==> src/rtl/traffic_pkg.sv <==
// Shared types and constants for the intersection controller.
// Holds the state codes, the one-hot lamp encodings, and helpers that map a
// state to its lamp pattern and to its successor in the normal cycle.
package traffic_pkg;

  typedef enum logic [2:0] {
    NS_G  = 3'd0,
    NS_Y  = 3'd1,
    AR1   = 3'd2,
    EW_G  = 3'd3,
    EW_Y  = 3'd4,
    AR2   = 3'd5,
    FLASH = 3'd6
  } state_t;

  localparam logic [2:0] RED    = 3'b100;
  localparam logic [2:0] YELLOW = 3'b010;
  localparam logic [2:0] GREEN  = 3'b001;
  localparam logic [2:0] DARK   = 3'b000;

  // Returns {ns_lamp, ew_lamp}. FLASH gives its entry pattern; the toggling
  // is handled by the controller.
  function automatic logic [5:0] lamps_for(input state_t s);
    case (s)
      NS_G:    lamps_for = {GREEN, RED};
      NS_Y:    lamps_for = {YELLOW, RED};
      EW_G:    lamps_for = {RED, GREEN};
      EW_Y:    lamps_for = {RED, YELLOW};
      FLASH:   lamps_for = {YELLOW, RED};
      default: lamps_for = {RED, RED};
    endcase
  endfunction

  function automatic state_t next_phase(input state_t s);
    case (s)
      AR2:     next_phase = NS_G;
      NS_G:    next_phase = NS_Y;
      NS_Y:    next_phase = AR1;
      AR1:     next_phase = EW_G;
      EW_G:    next_phase = EW_Y;
      EW_Y:    next_phase = AR2;
      default: next_phase = AR2;
    endcase
  endfunction

endpackage

==> src/rtl/tick_prescaler.sv <==
// Divides clk into a one-cycle tick strobe every PRESCALE cycles.
// Ports: clk (clock), rst (async active-low reset), tick (strobe, high while
// the internal counter sits at PRESCALE-1).
module tick_prescaler #(
  parameter int PRESCALE = 1
) (
  input  logic clk,
  input  logic rst,
  output logic tick
);

  localparam int W = (PRESCALE > 1) ? $clog2(PRESCALE) : 1;
  localparam logic [W-1:0] LAST = W'(PRESCALE - 1);

  generate
    if (PRESCALE < 1) begin : g_bad_prescale
      $error("tick_prescaler: PRESCALE must be >= 1");
    end
  endgenerate

  logic [W-1:0] cnt;

  always_ff @(posedge clk or negedge rst) begin
    if (!rst)             cnt <= '0;
    else if (cnt == LAST) cnt <= '0;
    else                  cnt <= cnt + 1'b1;
  end

  assign tick = (cnt == LAST);

endmodule

==> src/rtl/traffic_light_ctrl.sv <==
// Two-way (NS/EW) intersection controller with per-phase tick timing,
// optional vehicle-actuated green rest and a maintenance flash mode.
// Ports: clk, rst (async active-low), ns_req/ew_req (level requests),
// flash_en (maintenance flash), NS_light/EW_light (one-hot lamps),
// state_out (state code), clk_count (ticks remaining in phase).
//
// state | meaning
// NS_G  | NS green, EW red
// NS_Y  | NS yellow, EW red
// AR1   | all red, clearing NS before EW green
// EW_G  | EW green, NS red
// EW_Y  | EW yellow, NS red
// AR2   | all red, clearing EW before NS green (reset state)
// FLASH | NS yellow / EW red blinking together, timer parked at 0
module traffic_light_ctrl
  import traffic_pkg::*;
#(
  parameter int CNT_W        = 8,
  parameter int PRESCALE     = 1,
  parameter int GREEN_TICKS  = 10,
  parameter int YELLOW_TICKS = 3,
  parameter int ALLRED_TICKS = 1,
  parameter int ACTUATED     = 0
) (
  input  logic             clk,
  input  logic             rst,
  input  logic             ns_req,
  input  logic             ew_req,
  input  logic             flash_en,
  output logic [2:0]       NS_light,
  output logic [2:0]       EW_light,
  output logic [2:0]       state_out,
  output logic [CNT_W-1:0] clk_count
);

  generate
    if (GREEN_TICKS < 1 || GREEN_TICKS >= (1 << CNT_W)) begin : g_bad_green
      $error("traffic_light_ctrl: GREEN_TICKS out of range");
    end
    if (YELLOW_TICKS < 1 || YELLOW_TICKS >= (1 << CNT_W)) begin : g_bad_yellow
      $error("traffic_light_ctrl: YELLOW_TICKS out of range");
    end
    if (ALLRED_TICKS < 1 || ALLRED_TICKS >= (1 << CNT_W)) begin : g_bad_allred
      $error("traffic_light_ctrl: ALLRED_TICKS out of range");
    end
  endgenerate

  localparam logic [CNT_W-1:0] G_T  = CNT_W'(GREEN_TICKS);
  localparam logic [CNT_W-1:0] Y_T  = CNT_W'(YELLOW_TICKS);
  localparam logic [CNT_W-1:0] AR_T = CNT_W'(ALLRED_TICKS);
  localparam logic [CNT_W-1:0] ONE  = CNT_W'(1);

  function automatic logic [CNT_W-1:0] dur(input state_t s);
    case (s)
      NS_G, EW_G: dur = G_T;
      NS_Y, EW_Y: dur = Y_T;
      default:    dur = AR_T;
    endcase
  endfunction

  logic tick;

  tick_prescaler #(.PRESCALE(PRESCALE)) u_prescaler (
    .clk  (clk),
    .rst  (rst),
    .tick (tick)
  );

  state_t           state, state_nxt;
  logic [CNT_W-1:0] cnt_nxt;
  logic [2:0]       ns_nxt, ew_nxt;
  logic             ns_pend, ew_pend, ns_pend_nxt, ew_pend_nxt;
  logic             rest_hold;

  // Actuated green rests on its last tick until the other direction asks.
  assign rest_hold = (ACTUATED != 0) &&
                     ((state == NS_G && !ew_pend) || (state == EW_G && !ns_pend));

  always_ff @(posedge clk or negedge rst) begin
    if (!rst) begin
      state     <= AR2;
      clk_count <= AR_T;
      NS_light  <= RED;
      EW_light  <= RED;
      ns_pend   <= 1'b0;
      ew_pend   <= 1'b0;
    end else begin
      state     <= state_nxt;
      clk_count <= cnt_nxt;
      NS_light  <= ns_nxt;
      EW_light  <= ew_nxt;
      ns_pend   <= ns_pend_nxt;
      ew_pend   <= ew_pend_nxt;
    end
  end

  always_comb begin
    state_nxt   = state;
    cnt_nxt     = clk_count;
    ns_nxt      = NS_light;
    ew_nxt      = EW_light;
    ns_pend_nxt = ns_pend;
    ew_pend_nxt = ew_pend;

    if (flash_en) begin
      if (state != FLASH) begin
        state_nxt = FLASH;
        cnt_nxt   = '0;
      end
    end else if (state == FLASH) begin
      state_nxt = AR2;
      cnt_nxt   = AR_T;
    end else if (tick) begin
      if (clk_count == ONE) begin
        if (!rest_hold) begin
          state_nxt = next_phase(state);
          cnt_nxt   = dur(state_nxt);
        end
      end else begin
        cnt_nxt = clk_count - ONE;
      end
    end

    // Lamps follow the next state, except while staying in FLASH where
    // both heads blink together on each tick.
    if (state_nxt == FLASH && state == FLASH) begin
      if (tick) begin
        ns_nxt = (NS_light == DARK) ? YELLOW : DARK;
        ew_nxt = (EW_light == DARK) ? RED : DARK;
      end
    end else begin
      {ns_nxt, ew_nxt} = lamps_for(state_nxt);
    end

    // Pending flags freeze in FLASH; entry into a green clears its own flag.
    if (state != FLASH) begin
      if (ns_req && state != NS_G) ns_pend_nxt = 1'b1;
      if (ew_req && state != EW_G) ew_pend_nxt = 1'b1;
      if (state_nxt == NS_G && state != NS_G) ns_pend_nxt = 1'b0;
      if (state_nxt == EW_G && state != EW_G) ew_pend_nxt = 1'b0;
    end
  end

  assign state_out = state;

endmodule

==> config.mk <==
export PLATFORM = sky130hd
export DESIGN_NAME = traffic_light_ctrl
export DESIGN_NICKNAME = d
export VERILOG_FILES = /design/src/rtl/traffic_pkg.sv /design/src/rtl/tick_prescaler.sv /design/src/rtl/traffic_light_ctrl.sv
export SDC_FILE = /design/constraint.sdc
export NUM_CORES = 1
export LEC_CHECK = 0
export BUFFER_PORTS_ARGS = -buffer_cell sky130_fd_sc_hd__clkbuf_2
export CORE_ASPECT_RATIO = 0.9
export CORE_UTILIZATION = 35
export DETAILED_ROUTE_END_ITERATION = 7
export PLACE_DENSITY = 0.59
export SKIP_CTS_REPAIR_TIMING = 1
export SYNTH_ARGS = -nofsm -noshare
export SYNTH_HDL_FRONTEND = slang
export SYNTH_SLANG_ARGS = --single-unit
==> constraint.sdc <==
create_clock -name clk -period 5.9 [get_ports clk]
set_clock_uncertainty 0.15 [all_clocks]
set_input_delay 1.18 -clock clk [delete_from_list [all_inputs] [get_ports clk]]
set_output_delay 1.18 -clock clk [all_outputs]
set_load 0.01 [all_outputs]
==> impl_metrics.tcl <==
set metrics [dict create \
    ant_nets 0 \
    hold_violations 0 \
    fin_crit_sh 0.452 \
    worst_slew_pin_slew_ns 0.884 \
    final_cells 162 \
    wire_per_inst_um 14.0 \
    io_pins 22 \
    rsz0062_at_grt "no" \
    p_per_area_nw_per_um2 499 \
    report.final.slew_viol_count 0 \
    setup_violations 0 \
    clk_latency_ns 0.29 \
    core_region_area_um2 2750 \
    cp-start-kind "primary input" \
    wl_um 2270 \
    critPathCaptureType "flop" \
    overflow 0 \
    cts_max_level 1 \
    p_leak_nw 0.504 \
    drt_iter0_drc 22 \
    synth_top_area_frac 0.297 \
    mostFrequentLayoutCells "clkbuf_2, dfrtp_1, nand3_1" \
    syn_inst 107 \
    required_ns 5.97 \
    hold_class "flop to flop" \
    drc 0 \
    p_total_w 0.000571 \
    holdPathStages 1 \
    period_needed_ns 2.66 \
    grt_pass1_vias 827 \
    worstSetupPathType "primary input to flop" \
    syn_avg_cell_area_um2 9.44 \
    synth-seq-area-share 0.428 \
    fp.dieH_um 53.0 \
    dp_cells 158 \
    clock_path_buffers 2 \
    crit_fanout 16 \
    dp_hpwl_um 1590 \
    die_w_um 58.6 \
    max-cap-violations 0 \
    worst_hold_slack_ns 0.392 \
    clkSinkCount 17 \
    cts_buffers 3 \
    gp_congestion 0.806 \
    syn_to_final_growth_pct 13.4 \
    first_pass_iters 4 \
    regArea_um2 432 \
    cts_tree "yes" \
    tns_ns 0 \
    ys.warnings.count 0 \
    placed_area_um2 1120 \
    io_buffers 19 \
    relSlewSlack 0.411 \
    fmax_mhz 375 \
    multi_input_area_um2 519 \
    synth_fp_nets 114 \
    clk_pin_slew_ns 0.10 \
    antenna_cells 0 \
    final_area_um2 1140 \
    synth_area_um2 1010 \
    grt_pass1_wl_um 3820 \
    drive_above_1_share 0.262 \
    grt_usage 0.165 \
    ir_worst_vdd_uv 192 \
    status "completed" \
    synth_cell_types 40 \
    final_nets 130 \
    die_area_um2 3100 \
    ys_ff_latch 17 \
    synth.largest_area_cell "dfrtp_1" \
    critical_path_arrival_ns 2.73 \
    start_util 0.367 \
    r2r_cells 4 \
    fill_cells 282 \
    yosys-top-cells-area "dfrtp_1, dfstp_2, nand3_1, a31oi_1, nand4_1" \
    antenna_found_initial 0 \
    layout_commonest_cell "clkbuf_2" \
    cts_root_buf "clkbuf_4" \
    grt_max_degree 20 \
    rows 18 \
    vias_per_cell 5.53 \
    vias 896 \
]
-- final timing paths --
path / to / from / slack [ns]
max in group asynchronous: state_out[2]$_DFF_PN1_ / rst / 4.61
hold / removal: clk_count[7]$_DFFE_PN0P_ / clk_count[7]$_DFFE_PN0P_ / 0.39
hold reg to reg: clk_count[7]$_DFFE_PN0P_ / clk_count[7]$_DFFE_PN0P_ / 0.39
setup / recovery: clk_count[7]$_DFFE_PN0P_ / flash_en / 3.24
min in group asynchronous: clk_count[6]$_DFFE_PN0P_ / rst / 0.66
setup reg to reg: clk_count[7]$_DFFE_PN0P_ / state_out[0]$_DFF_PN1_ / 3.55
-- power by group --
| part | internal (W) | switching (W) | leakage (nW) |
|---|---|---|---|
| Sequential | 0.000160 | 0.0000573 | 0.210 |
| Clock | 0.0000263 | 0.0000361 | 0.0150 |
| Combinational | 0.000123 | 0.000168 | 0.279 |
-- area by class of cell --
cell class              instances  area share
well taps                      40      0.0437
clock buffers                   4      0.0230
inverters                       6      0.0197
repair buffers                 19      0.0831
multi-input cells              76       0.454
flip-flops and latches         17       0.377
-- routing by layer --
metal | up-vias | part of all wire | wire length [um] | GRT usage
met4 | 0 | 0.017 | 38 | 0.0714
met1 | 436 | 0.50 | 1130 | 0.236
met5 | - | 0 | 0 | 0
met2 | 24 | 0.46 | 1050 | 0.253
li1 | 432 | - | - | -
met3 | 4 | 0.024 | 55 | 0.0147
-- cells by family (layout without fill, tap and decap cells) --
group / Yosys count / in the layout / share of synthesized area
buffers and inverters: 14 / 29 / 0.0582
DFF: 17 / 17 / 0.428
AOI/OAI and AO/OA: 26 / 26 / 0.181
xor gates and xnor gates: 2 / 2 / 0.0174
adders and majority gates: 2 / 2 / 0.0248
muxes: 3 / 3 / 0.0297
and+or+nand+nor: 43 / 43 / 0.261
-- synth_stat cells --
| master | instances |
|---|---|
| a2111o_1 | 1 |
| a211oi_1 | 2 |
| a21boi_1 | 1 |
| a21o_1 | 1 |
| a21oi_1 | 4 |
| a22o_1 | 1 |
| a31o_2 | 1 |
| a31oi_1 | 6 |
| a32o_1 | 1 |
| and3_1 | 1 |
| and3b_1 | 1 |
| and4bb_2 | 1 |
| buf_2 | 2 |
| buf_4 | 1 |
| clkbuf_1 | 5 |
| dfrtp_1 | 12 |
| dfstp_2 | 5 |
| ha_1 | 2 |
| inv_1 | 6 |
| mux2i_1 | 3 |
| nand2_1 | 5 |
| nand2b_1 | 2 |
| nand3_1 | 8 |
| nand3_4 | 1 |
| nand3b_1 | 2 |
| nand4_1 | 5 |
| nor2_1 | 7 |
| nor2b_1 | 1 |
| nor3_1 | 4 |
| nor4_1 | 1 |
| nor4_4 | 1 |
| o211ai_1 | 1 |
| o21ai_0 | 3 |
| o22ai_1 | 1 |
| o2bb2a_2 | 1 |
| o311ai_0 | 1 |
| o31ai_1 | 1 |
| or3_1 | 2 |
| or3b_1 | 1 |
| xnor2_1 | 2 |
-- per-stage QoR --
| step | setup slack, ns | util |
|---|---|---|
| finish | 3.24 | 0.417 |
| global route | 3.08 | 0.417 |
| CTS | 3.24 | 0.417 |
| detailed placement | 2.94 | 0.407 |
| global placement | 3.00 | 0.407 |
| floorplan | 3.76 | - |
-- flip-flops by register name, indices dropped and copies added (netlist names) --
signal     count
NS_light       3
clk_count      8
state_out      3
EW_light       3
-- worst max-delay path, cell delays in order --
cell	delay, ns
clkbuf_2	0.22
a21oi_1	0.75
or3b_1	0.41
a31oi_1	0.16
Note: power is estimated with default switching activity, not from simulation.
